$ cat config.mk
export PLATFORM = sky130hd
export DESIGN_NAME = mem_bus_arb
export DESIGN_NICKNAME = d
export VERILOG_FILES = /design/src/rtl/mem_bus_arb_pkg.sv /design/src/rtl/mem_bus_arb_pick.sv /design/src/rtl/mem_bus_arb.sv
export SDC_FILE = /design/constraint.sdc
export NUM_CORES = 1
export LEC_CHECK = 0
export BUFFER_PORTS_ARGS = -buffer_cell sky130_fd_sc_hd__clkbuf_2
export CAP_MARGIN = 20
export CORE_ASPECT_RATIO = 0.7
export CORE_MARGIN = 2
export CORE_UTILIZATION = 48
export DETAILED_ROUTE_END_ITERATION = 12
export PLACE_DENSITY = 0.84
export SKIP_LAST_GASP = 1
export SYNTH_ARGS = -nofsm -noshare
export SYNTH_HDL_FRONTEND = slang
export SYNTH_HIERARCHICAL = 1
export SYNTH_SLANG_ARGS = --single-unit
$ cat constraint.sdc
create_clock -name clk -period 5 [get_ports clk]
set_input_delay 0.25 -clock clk [delete_from_list [all_inputs] [get_ports clk]]
set_output_delay 0.25 -clock clk [all_outputs]
set_load 0.005 [all_outputs]
$ cat src/rtl/mem_bus_arb_pkg.sv
// Shared types and constants for the memory bus arbiter.
package mem_bus_arb_pkg;

  typedef enum logic [1:0] {
    ST_IDLE = 2'd0,
    ST_ADDR = 2'd1,
    ST_DATA = 2'd2,
    ST_RESP = 2'd3
  } state_t;

  localparam logic ARB_FIXED = 1'b0;
  localparam logic ARB_RR    = 1'b1;

  function automatic int idx_w(input int n);
    return (n > 1) ? $clog2(n) : 1;
  endfunction

endpackage

$ cat src/rtl/mem_bus_arb_pick.sv
// Combinational winner picker: fixed (highest index) or
// round-robin starting at rr_ptr.
module arb_pick
  import mem_bus_arb_pkg::*;
#(
  parameter int N  = 2,
  parameter int IW = 1
) (
  input  logic [N-1:0]  req,
  input  logic [IW-1:0] rr_ptr,
  input  logic          mode,
  output logic [N-1:0]  win,
  output logic [IW-1:0] idx
);

  logic          found;
  logic [IW-1:0] cand;

  always_comb begin
    found = 1'b0;
    cand  = '0;
    idx   = '0;
    win   = '0;
    if (mode == ARB_RR) begin
      for (int k = 0; k < N; k++) begin
        cand = IW'((int'(rr_ptr) + k) % N);
        if (!found && req[cand]) begin
          found = 1'b1;
          idx   = cand;
        end
      end
    end else begin
      for (int i = 0; i < N; i++) begin
        if (req[i]) idx = IW'(i);
      end
    end
    if (|req) win[idx] = 1'b1;
  end

endmodule

$ cat src/rtl/mem_bus_arb.sv
// N-master arbiter serialising accesses onto one
// synchronous-read memory bus.
module mem_bus_arb
  import mem_bus_arb_pkg::*;
#(
  parameter int NUM_MASTERS = 2,
  parameter int AW          = 16,
  parameter int DW          = 8,
  parameter int RR_MODE     = 0
) (
  input  logic                      clk,
  input  logic                      rst,
  input  logic [NUM_MASTERS-1:0]    m_req,
  input  logic [NUM_MASTERS-1:0]    m_lock,
  input  logic [NUM_MASTERS*AW-1:0] m_a,
  input  logic [NUM_MASTERS-1:0]    m_r_nw,
  input  logic [NUM_MASTERS*DW-1:0] m_dout,
  output logic [NUM_MASTERS-1:0]    m_gnt,
  output logic [NUM_MASTERS-1:0]    m_ack,
  output logic [DW-1:0]             m_rdata,
  output logic [AW-1:0]             s_a,
  output logic                      s_wr,
  output logic [DW-1:0]             s_dout,
  input  logic [DW-1:0]             s_din
);

  localparam int N  = NUM_MASTERS;
  localparam int IW = idx_w(N);
  localparam logic [IW-1:0] LAST = IW'(N - 1);
  localparam logic MODE = (RR_MODE != 0) ? ARB_RR : ARB_FIXED;

  state_t        state, state_nx;
  logic [N-1:0]  gnt, gnt_nx;
  logic [N-1:0]  ack, ack_nx;
  logic [N-1:0]  pick_oh;
  logic [IW-1:0] pick_idx, sel;
  logic [IW-1:0] widx, widx_nx;
  logic [IW-1:0] rr_ptr, rr_nx;
  logic [AW-1:0] a_q, a_nx, sel_a;
  logic [DW-1:0] dout_q, dout_nx, sel_d;
  logic [DW-1:0] rdata_q, rdata_nx;
  logic          wr_q, wr_nx;
  logic          rd_q, rd_nx;
  logic          sel_rnw;

  arb_pick #(
    .N  (N),
    .IW (IW)
  ) u_pick (
    .req    (m_req),
    .rr_ptr (rr_ptr),
    .mode   (MODE),
    .win    (pick_oh),
    .idx    (pick_idx)
  );

  // Only the picker result (IDLE) or the current owner (RESP) is sampled.
  assign sel     = (state == ST_IDLE) ? pick_idx : widx;
  assign sel_a   = m_a[AW*sel +: AW];
  assign sel_d   = m_dout[DW*sel +: DW];
  assign sel_rnw = m_r_nw[sel];

  always_comb begin
    state_nx = state;
    gnt_nx   = gnt;
    ack_nx   = '0;
    widx_nx  = widx;
    rr_nx    = rr_ptr;
    a_nx     = a_q;
    dout_nx  = dout_q;
    wr_nx    = 1'b0;
    rd_nx    = rd_q;
    rdata_nx = '0;
    unique case (state)
      ST_IDLE: begin
        if (|m_req) begin
          gnt_nx   = pick_oh;
          widx_nx  = pick_idx;
          a_nx     = sel_a;
          dout_nx  = sel_d;
          wr_nx    = ~sel_rnw;
          rd_nx    = sel_rnw;
          rr_nx    = (pick_idx == LAST) ? '0 : pick_idx + 1'b1;
          state_nx = ST_ADDR;
        end else begin
          gnt_nx  = '0;
          a_nx    = '0;
          dout_nx = '0;
        end
      end
      ST_ADDR: state_nx = ST_DATA;
      ST_DATA: begin
        rdata_nx = rd_q ? s_din : '0;
        ack_nx   = gnt;
        state_nx = ST_RESP;
      end
      ST_RESP: begin
        if (m_lock[widx] && m_req[widx]) begin
          a_nx     = sel_a;
          dout_nx  = sel_d;
          wr_nx    = ~sel_rnw;
          rd_nx    = sel_rnw;
          state_nx = ST_ADDR;
        end else begin
          gnt_nx   = '0;
          a_nx     = '0;
          dout_nx  = '0;
          state_nx = ST_IDLE;
        end
      end
      default: state_nx = ST_IDLE;
    endcase
  end

  always_ff @(posedge clk or negedge rst) begin
    if (!rst) begin
      state   <= ST_IDLE;
      gnt     <= '0;
      ack     <= '0;
      widx    <= '0;
      rr_ptr  <= '0;
      a_q     <= '0;
      dout_q  <= '0;
      wr_q    <= 1'b0;
      rd_q    <= 1'b0;
      rdata_q <= '0;
    end else begin
      state   <= state_nx;
      gnt     <= gnt_nx;
      ack     <= ack_nx;
      widx    <= widx_nx;
      rr_ptr  <= rr_nx;
      a_q     <= a_nx;
      dout_q  <= dout_nx;
      wr_q    <= wr_nx;
      rd_q    <= rd_nx;
      rdata_q <= rdata_nx;
    end
  end

  assign m_gnt   = gnt;
  assign m_ack   = ack;
  assign m_rdata = rdata_q;
  assign s_a     = a_q;
  assign s_wr    = wr_q;
  assign s_dout  = dout_q;

endmodule

* After elaboration in Yosys (flattened, before gate mapping) *
Index checks and enable logic that the tools add are counted.

word-level totals
  register bits after elaboration = 41
  latch bits = 0
  bits in writable memories = 0
  bits in read-only memories = 0
  bits of input ports = 64
  output and inout port bits = 37
  logic and storage cells = 61
  memories kept = 0

operators by class
  add/subtract/negate cells = 0
  multipliers = 0
  div/mod/pow operators = 0
  magnitude comparators = 4
  eq/ne operators = 6
  shifts and indexed selects = 2
  muxes and demuxes = 31
  bitwise operators = 1
  reductions and logical operators = 8

operators with widths
  kind                  number
  $mux W16              2
  $mux W8               4
  $pmux W16 S2          1
  $shiftx A32 B6 Y16    1
  $pmux W8 S2           1
  $shiftx A16 B5 Y8     1
  $mux W1               14
  $mux W2               4
  $pmux W2 S4           1
  $lt A1 B2 Y1 const B  3
  $eq A2 B2 Y1 const B  2
  $ne A2 B2 Y1 const B  2
  $pmux W1 S2           2
  $pmux W2 S2           1
  $reduce_and A2 Y1     2
  $reduce_and A3 Y1     1
  $eq A2 B1 Y1 const B  1
  $logic_and A1 B1 Y1   2
  $logic_not A2 Y1      1
  $ne A2 B1 Y1 const B  1
  $reduce_bool A2 Y1    1
  $reduce_or A2 Y1      1
  $demux W1 S1          1
  $ge A1 B1 Y1 const B  1
  $not A1 Y1            1

* Depth between registers and ports, before layout *
Gate-level depths: netlist of run 1.

  depth after elaboration = 7
  gate-level depth with buffers = 6
  gate-level depth less buffers = 6

* Modules after synthesis *
Netlist of run 1, hierarchy kept.

by module, submodules not included
  module       instances  cells an instance  area an instance (sq um)  sequential area each (sq um)
  mem_bus_arb  1          168                1,916.8                   1,051.0
  arb_pick     1          5                  35.0                      0.0

* Worst setup path after synthesis of run 1 *
OpenSTA, ideal clock, no wires.

  kind = reg-to-reg
  start point = reg state[0]
  end point = reg rd_q
  library setup time = 125 ps
  data arrival time = 1,706 ps
  required time = 4,875 ps
  slack = 3,169 ps
  stages on the path, launching flop included = 6
  path buffers = 0
  period minus slack after synthesis = 1,831 ps
  cells stage by stage = dfrtp_1 > inv_1 > ha_1 > mux2i_4 > mux2_4 > mux2_2

between the ends
  cells in the longest elaborated chain, start to end = 6
  elaborated cells between the ends (all ways) = 12
  those cells by class = 3 x eq/ne; 6 x mux; 3 x reduce/logical

RTL lines
  what                                         line                                  source
  start, declared                              mem_bus_arb.sv:32                     state_t state, state_nx;
  start signal, assigned                       mem_bus_arb.sv:128                    state <= state_nx;
  $logic_not A2 Y1                             mem_bus_arb.sv:58, mem_bus_arb.sv:74
  $mux W1                                      mem_bus_arb.sv:58                     assign sel = (state == ST_IDLE) ? pick_idx : widx;
  $mux W1 (implied by the code) (2 in series)  mem_bus_arb.sv:61                     assign sel_rnw = m_r_nw[sel];
  $mux W1 (on tied branches)                   mem_bus_arb.sv:98, mem_bus_arb.sv:76
  $pmux W1 S2                                  mem_bus_arb.sv:74                     unique case (state)
  end signal, assigned                         mem_bus_arb.sv:136                    rd_q <= rd_nx;
  end, declared                                mem_bus_arb.sv:43                     logic rd_q, rd_nx;

Parallel ways exist; a longest one is shown, timed or not. The select of a mux whose other input is x is not followed.
A chain may end at the register's enable or synchronous reset.

* Worst setup path after layout of run 1 *
  start point = reg state[0]
  end point = reg a_q[7] (netlist: s_a[7])

between the ends
  cells in the longest elaborated chain, start to end = 5
  elaborated cells between the ends (all ways) = 8
  those cells by class = 1 x eq/ne; 1 x shift; 4 x mux; 2 x reduce/logical

RTL lines
  what                         line                                  source
  $logic_not A2 Y1             mem_bus_arb.sv:58, mem_bus_arb.sv:74
  $mux W1                      mem_bus_arb.sv:58
  $shiftx A32 B6 Y16           mem_bus_arb.sv:59                     assign sel_a = m_a[AW*sel +: AW];
  $mux W16 (on tied branches)  mem_bus_arb.sv:98, mem_bus_arb.sv:76
  $pmux W16 S2                 mem_bus_arb.sv:74
  end signal, assigned         mem_bus_arb.sv:133                    a_q <= a_nx;
  end, declared                mem_bus_arb.sv:39                     logic [AW-1:0] a_q, a_nx, sel_a;

Parallel ways exist; a longest one is shown, timed or not.

==> metrics.txt, run 1 <==
IO Count approximately 100; Worst EP arrival about 2200 ps; synthesized area a little under 0.002 mm²; FF+latch count, synth 42; Crit Path Class reg2reg; Final Max Tran Viols 0; top post-synthesis cells by count 42 x dfrtp_1, 29 x nand2_1, 24 x mux2i_1, 24 x o31ai_1; Post-CTS Setup Bufs 0; Final HPWL DP 3040 µm; Clock Sinks 42; std cell rows 19; crit path capture s_a[7]; DP Cell Count approximately 320; DP Worst Slack roughly 2900 ps; Yosys cell types 26; Vias/cell around 5.0; Max Clock Skew a little under 6 ps; Starting DRT DRC Count 57; H-tree depth 2; Startpoint Class flop; DR vias about 1600; ANT cells 0; starting density of the core 0.498; # setup viols final 0; asr flop ratio synth 1.00; initial antenna violation count 0; RR Endpoint s_a[7]; post-synth top area share 0.538; P&R area growth vs syn 35.8%; most common cell in the netlist dfrtp_1; syn nets 240; CP Capture Type flop; die height roughly 57 µm; Fin. Hold Viols 0; Overflow after GRT 0; Synth warnings 6; R2R Path Start state[0]; CTS Buf Count 5; worst vdd ir just over 0.0004 V; placed inst area between 0.002 and 0.0025 mm²; die area 0.00460 mm²; min setup slack post-route 2930 ps; Min-Delay Path Class in2reg; sequential element share of the synthesized area 0.538; IO Port Bufs 100; Critical Path Fanout Max 19; leakage roughly 1.5 nW; Clk Latency, worst-skew pair ~280 ps; area leader, netlist dfrtp_1; Root Buffer clkbuf_8; Synth Instances approximately 170; period utilisation layout 0.414; Highest Clock Rate 483 MHz; Antenna Nets Post-Route 0; setup_tns 0 ps; critical path startpoint state[0]; WP data required a little over 5000 ps; status finished clean; design area around 0.0027 mm²; final wirelength 4180 µm; min cycle time layout about 2100 ps; Routed WL per cell approximately 13 µm; PnR Total Power ~1.6 mW; share of cells above drive strength 1 0.423; maximum clock path buffer count 2; Pwr Density approximately 600 mW/mm²; Hold Worst Slack 203 ps; R2R depth 6; global-route wire length before repair 6640 µm; TritonRoute pass-1 iters 4; FF-to-FF setup slack approximately 2900 ps; Die X around 80 µm; Core Box Area 0.00392 mm²; Worst-Margin Slew 1160 ps; non-filler instance count after layout 326; CTS tree done; commonest register cell after synthesis dfrtp_1; Worst-path clk slew ~80 ps; max_cap viols 0; top cells by area, synth dfrtp_1 54%, mux2i_1 12%, o31ai_1 9.2%; number of flops mapped to enable cells by yosys 0; syn_area_per_cell approximately 11 µm²; final core occ 0.676; GPL Wtd Cong about 0.77; fin nets about 340; largest net degree at the start of global routing approximately 50; GRT Total Usage 0.190; RSZ-0062 raised after global routing no; DRC Markers 0; Rel. slew slack 0.228; vias in the first global route about 1500
==> power by group <==
group	total, mW	switching, mW	internal [mW]
sequential	0.556	0.0797	0.476
clock	0.267	0.107	0.160
combinational	0.773	0.416	0.357
==> per-layer routing <==
layer  track usage  up-vias  routed length [µm]
li1              -      816                   -
met1         0.244      756                1870
met2         0.320       65                1990
met3        0.0554        4                 296
met4        0.0508        0                  23
met5             0        -                   0
==> cells in the final DEF (no fill, tap or decap), drive strengths merged <==
cell           n
and2           2
dlygate4sd3    1
clkbuf       106
nand2         29
ha             3
dfrtp         42
o21ai          7
a21oi          2
o21bai         1
a22oi          1
mux2i         25
buf            3
o31ai         24
mux2           3
bufinv         1
nand3          1
o21a           1
a21boi         1
nand3b         1
a22o           2
and3           8
nor2           3
conb           1
nor2b          1
inv            4
nor3           1
==> flip-flops by register name, indices dropped and copies added (netlist names) <==
signal   count
s_a         16
s_wr         1
state        2
rr_ptr       1
m_rdata      8
rd_q         1
m_gnt        2
widx         1
s_dout       8
m_ack        2
==> kinds of logic after synthesis <==
group / Yosys count / synth area share
adders and majority gates: 3 / 0.0192
other: 1 / 0.00192
muxes: 28 / 0.154
and+or+nand+nor: 46 / 0.110
AOI/OAI and AO/OA: 39 / 0.142
DFF: 42 / 0.538
buffers and inverters: 14 / 0.0346
==> worst max-delay path, cell delays in order, from the launching register on <==
cell and delay [ps]:
dfrtp_1 420, inv_1 90, ha_1 310, mux2i_4 530
buf_16 240, mux2i_1 230, o31ai_1 80
==> repair_timing <==
action,CTS,global route
hold buffers,0,1
endpoints found under the setup margin,0,0
gates resized for setup,0,0
hold endpoints to repair,0,19
==> area by class of cell <==
type / count / area, µm²
inverter: 4 / 15.0
sequential: 42 / 1050
fill: 318 / 1270
tap: 52 / 65.1
clock inverter: 1 / 30.0
multi-input combinational: 117 / 833
timing repair buffer: 104 / 573
clock buffer: 6 / 82.6
==> worst min-delay path by stage <==
stage,from,endpoint,cells past startpoint
global placement,rst,s_a[10],1
CTS,rst,s_a[10],1
finish,s_din[3],m_rdata[3],2
detailed placement,s_a[4],s_a[4],2
floorplan,rst,m_ack[0],0
global route,s_din[6],m_rdata[6],2
Note: power is estimated with default switching activity, not from simulation.
==> run 2, diff against run 1 <==
Settings changed: CORE_UTILIZATION 48 to 45, PLACE_DENSITY 0.84 to 0.8.
Clock period 5 ns to 2.14 ns, I/O delays scaled along.
==> metrics.txt, run 2 (same netlist as run 1, synthesis figures left out) <==
Die X 82.7 µm (+3.1%); die area 0.00489 mm² (+6.3%); Critical Path Fanout Max 19 (unchanged); largest net degree at the start of global routing 51 (unchanged); Crit Path Class reg2reg; WP data required 2290 ps (-2840 ps); max_cap viols 0 (unchanged); # setup viols final 0 (unchanged); GPL Wtd Cong 0.790 (+2.2%); Clk Latency, worst-skew pair 280 ps (about the same); maximum clock path buffer count 2 (unchanged); Highest Clock Rate 526 MHz (+9.0%); Core Box Area 0.00404 mm² (+3.0%); hold-critical path depth 2 (unchanged); share of cells above drive strength 1 0.428 (+0.00418); Clock Sinks 42 (unchanged); min setup slack post-route 240 ps (-2690 ps); most common cell after layout, fill and taps aside clkbuf_2; Final HPWL DP 3280 µm (+7.6%); M1 GR Usage 0.241 (-0.00318); CP Capture Type flop; Final Max Tran Viols 0 (unchanged); met2 Use GR 0.308 (-0.0126); Rel. slew slack 0.652 (+0.424); slowest stage delay, CP 420 ps (-110 ps); Overflow after GRT 0 (unchanged); Worst EP arrival 2050 ps (-150 ps); Largest register FFs 16 (unchanged); TritonRoute pass-1 iters 4 (unchanged); DP Cell Count 321 (+1.3%); Worst-path clk slew 70 ps (about the same); Antenna Nets Post-Route 0 (unchanged); std cell rows 19 (unchanged); Most Crowded Layer GR met2; IO Count 101 (unchanged); Fin. Hold Viols 0 (unchanged); IO Port Bufs 100 (unchanged); H-tree depth 2 (unchanged); Routed WL per cell 13.1 µm (+2.4%); slowest CP cell dfrtp_1; vias in the first global route 1531 (+4.4%); grt met3 use 0.0564 (+0.00102); Min-Delay Path Class in2reg; R2R depth 6 (unchanged); status finished clean; GRT Total Usage 0.185 (-0.00528); RSZ-0062 raised after global routing no; commonest non-fill, non-tap cells in the layout 100 x clkbuf_2, 42 x dfrtp_1, 29 x nand2_1; min cycle time layout 1900 ps (-171 ps); setup_tns 0 ps (unchanged); DP Worst Slack 157 ps (-2750 ps); non-filler instance count after layout 328 (+0.61%); crit-path cells inv_1 -> ha_1 -> mux2i_4 -> buf_6 -> mux2i_1 -> o31ai_1; Starting DRT DRC Count 44 (-23%); starting density of the core 0.483 (-0.0146); period utilisation layout 0.888 (+0.474); ANT cells 0 (unchanged); Pwr Density 1370 mW/mm² (+130%); PnR Total Power 3.57 mW (+120%); fin nets 344 (+0.88%); final wirelength 4310 µm (+3.0%); die height 59.1 µm (+3.1%); CTS Buf Count 5 (unchanged); CTS tree done; initial antenna violation count 0 (unchanged); global-route wire length before repair 6730 µm (+1.4%); Fill cells 328 (+3.1%); leakage 1.47 nW (-0.96%); Max Clock Skew 3.15 ps (-2.73 ps); Worst-Margin Slew 522 ps (-636 ps); Hold Worst Slack 72.9 ps (-130 ps); P&R area growth vs syn 33.5%; Vias/cell 5.07 (+0.78%); DR vias 1664 (+1.4%); Startpoint Class flop; Root Buffer clkbuf_8; worst vdd ir 0.000675 V (+67%); DRC Markers 0 (unchanged)
run 2: changes by cell type in the layout (fill, tap and decap cells not counted):
cell       change
buf_16         -2
buf_4          +4
buf_6          +1
bufinv_16      -1
run 2: cell type report:
type | count | area, µm² | share of cell area
multi-input combinational | 117 | 833 | 0.320
timing repair buffer | 107 | 559 | 0.215
inverter | 4 | 15.0 | 0.00576
sequential | 42 | 1050 | 0.403
tap | 52 | 65.1 | 0.0250
clock buffer | 6 | 82.6 | 0.0317
run 2: power by group:
group / switching (mW) / total, mW / internal, mW / leakage (nW)
clock: 0.234 / 0.482 / 0.249 / 0.0431
sequential: 0.191 / 1.30 / 1.11 / 0.542
combinational: 0.965 / 1.78 / 0.815 / 0.880
total: 1.39 / 3.57 / 2.18 / 1.47
run 2: repair_timing:
| action | 4_1_cts | 5_1_grt |
|---|---|---|
| resized for setup | 0 | 1 |
| endpoints found under the hold margin | 42 | 0 |
| endpoints found under the setup margin | 0 | 1 |
| hold buffers | 1 | 0 |
| setup buffers | 0 | 0 |
run 2: worst paths after layout:
kind | start | to | slack (ps)
min in group asynchronous | rst | rr_ptr | 430
worst min-delay path | s_din[2] | m_rdata[2] | 70
worst max-delay path | state[0] | s_a[14] | 240
worst min register to register | s_a[1] | s_a[1] | 480
worst max register to register | state[0] | s_a[14] | 240
max in group asynchronous | rst | m_ack[1] | 1350
run 2: through the flow:
| stage | cell area [µm²] | util |
|---|---|---|
| after floorplan | 1950 | - |
| after global placement | 2510 | 0.621 |
| after detailed placement | 2510 | 0.621 |
| after CTS | 2600 | 0.644 |
| after global routing | 2610 | 0.645 |
| final | 2610 | 0.645 |
run 2: worst max-delay path: cells and delay by family (launching register included):
kind | cells | cell delay, ps
multiplexers | 2 | 580
flip-flops | 1 | 420
buffers and inverters | 2 | 360
adder cells (fa/ha/maj) | 1 | 310
AO/OA/AOI/OAI | 1 | 90
run 2: layer usage:
metal  routed length (µm)  vias to the layer above
li1                     -                      816
met1                 1910                      770
met2                 2030                       76
met3                  350                        2
met4                   16                        0
met5                    0                        -
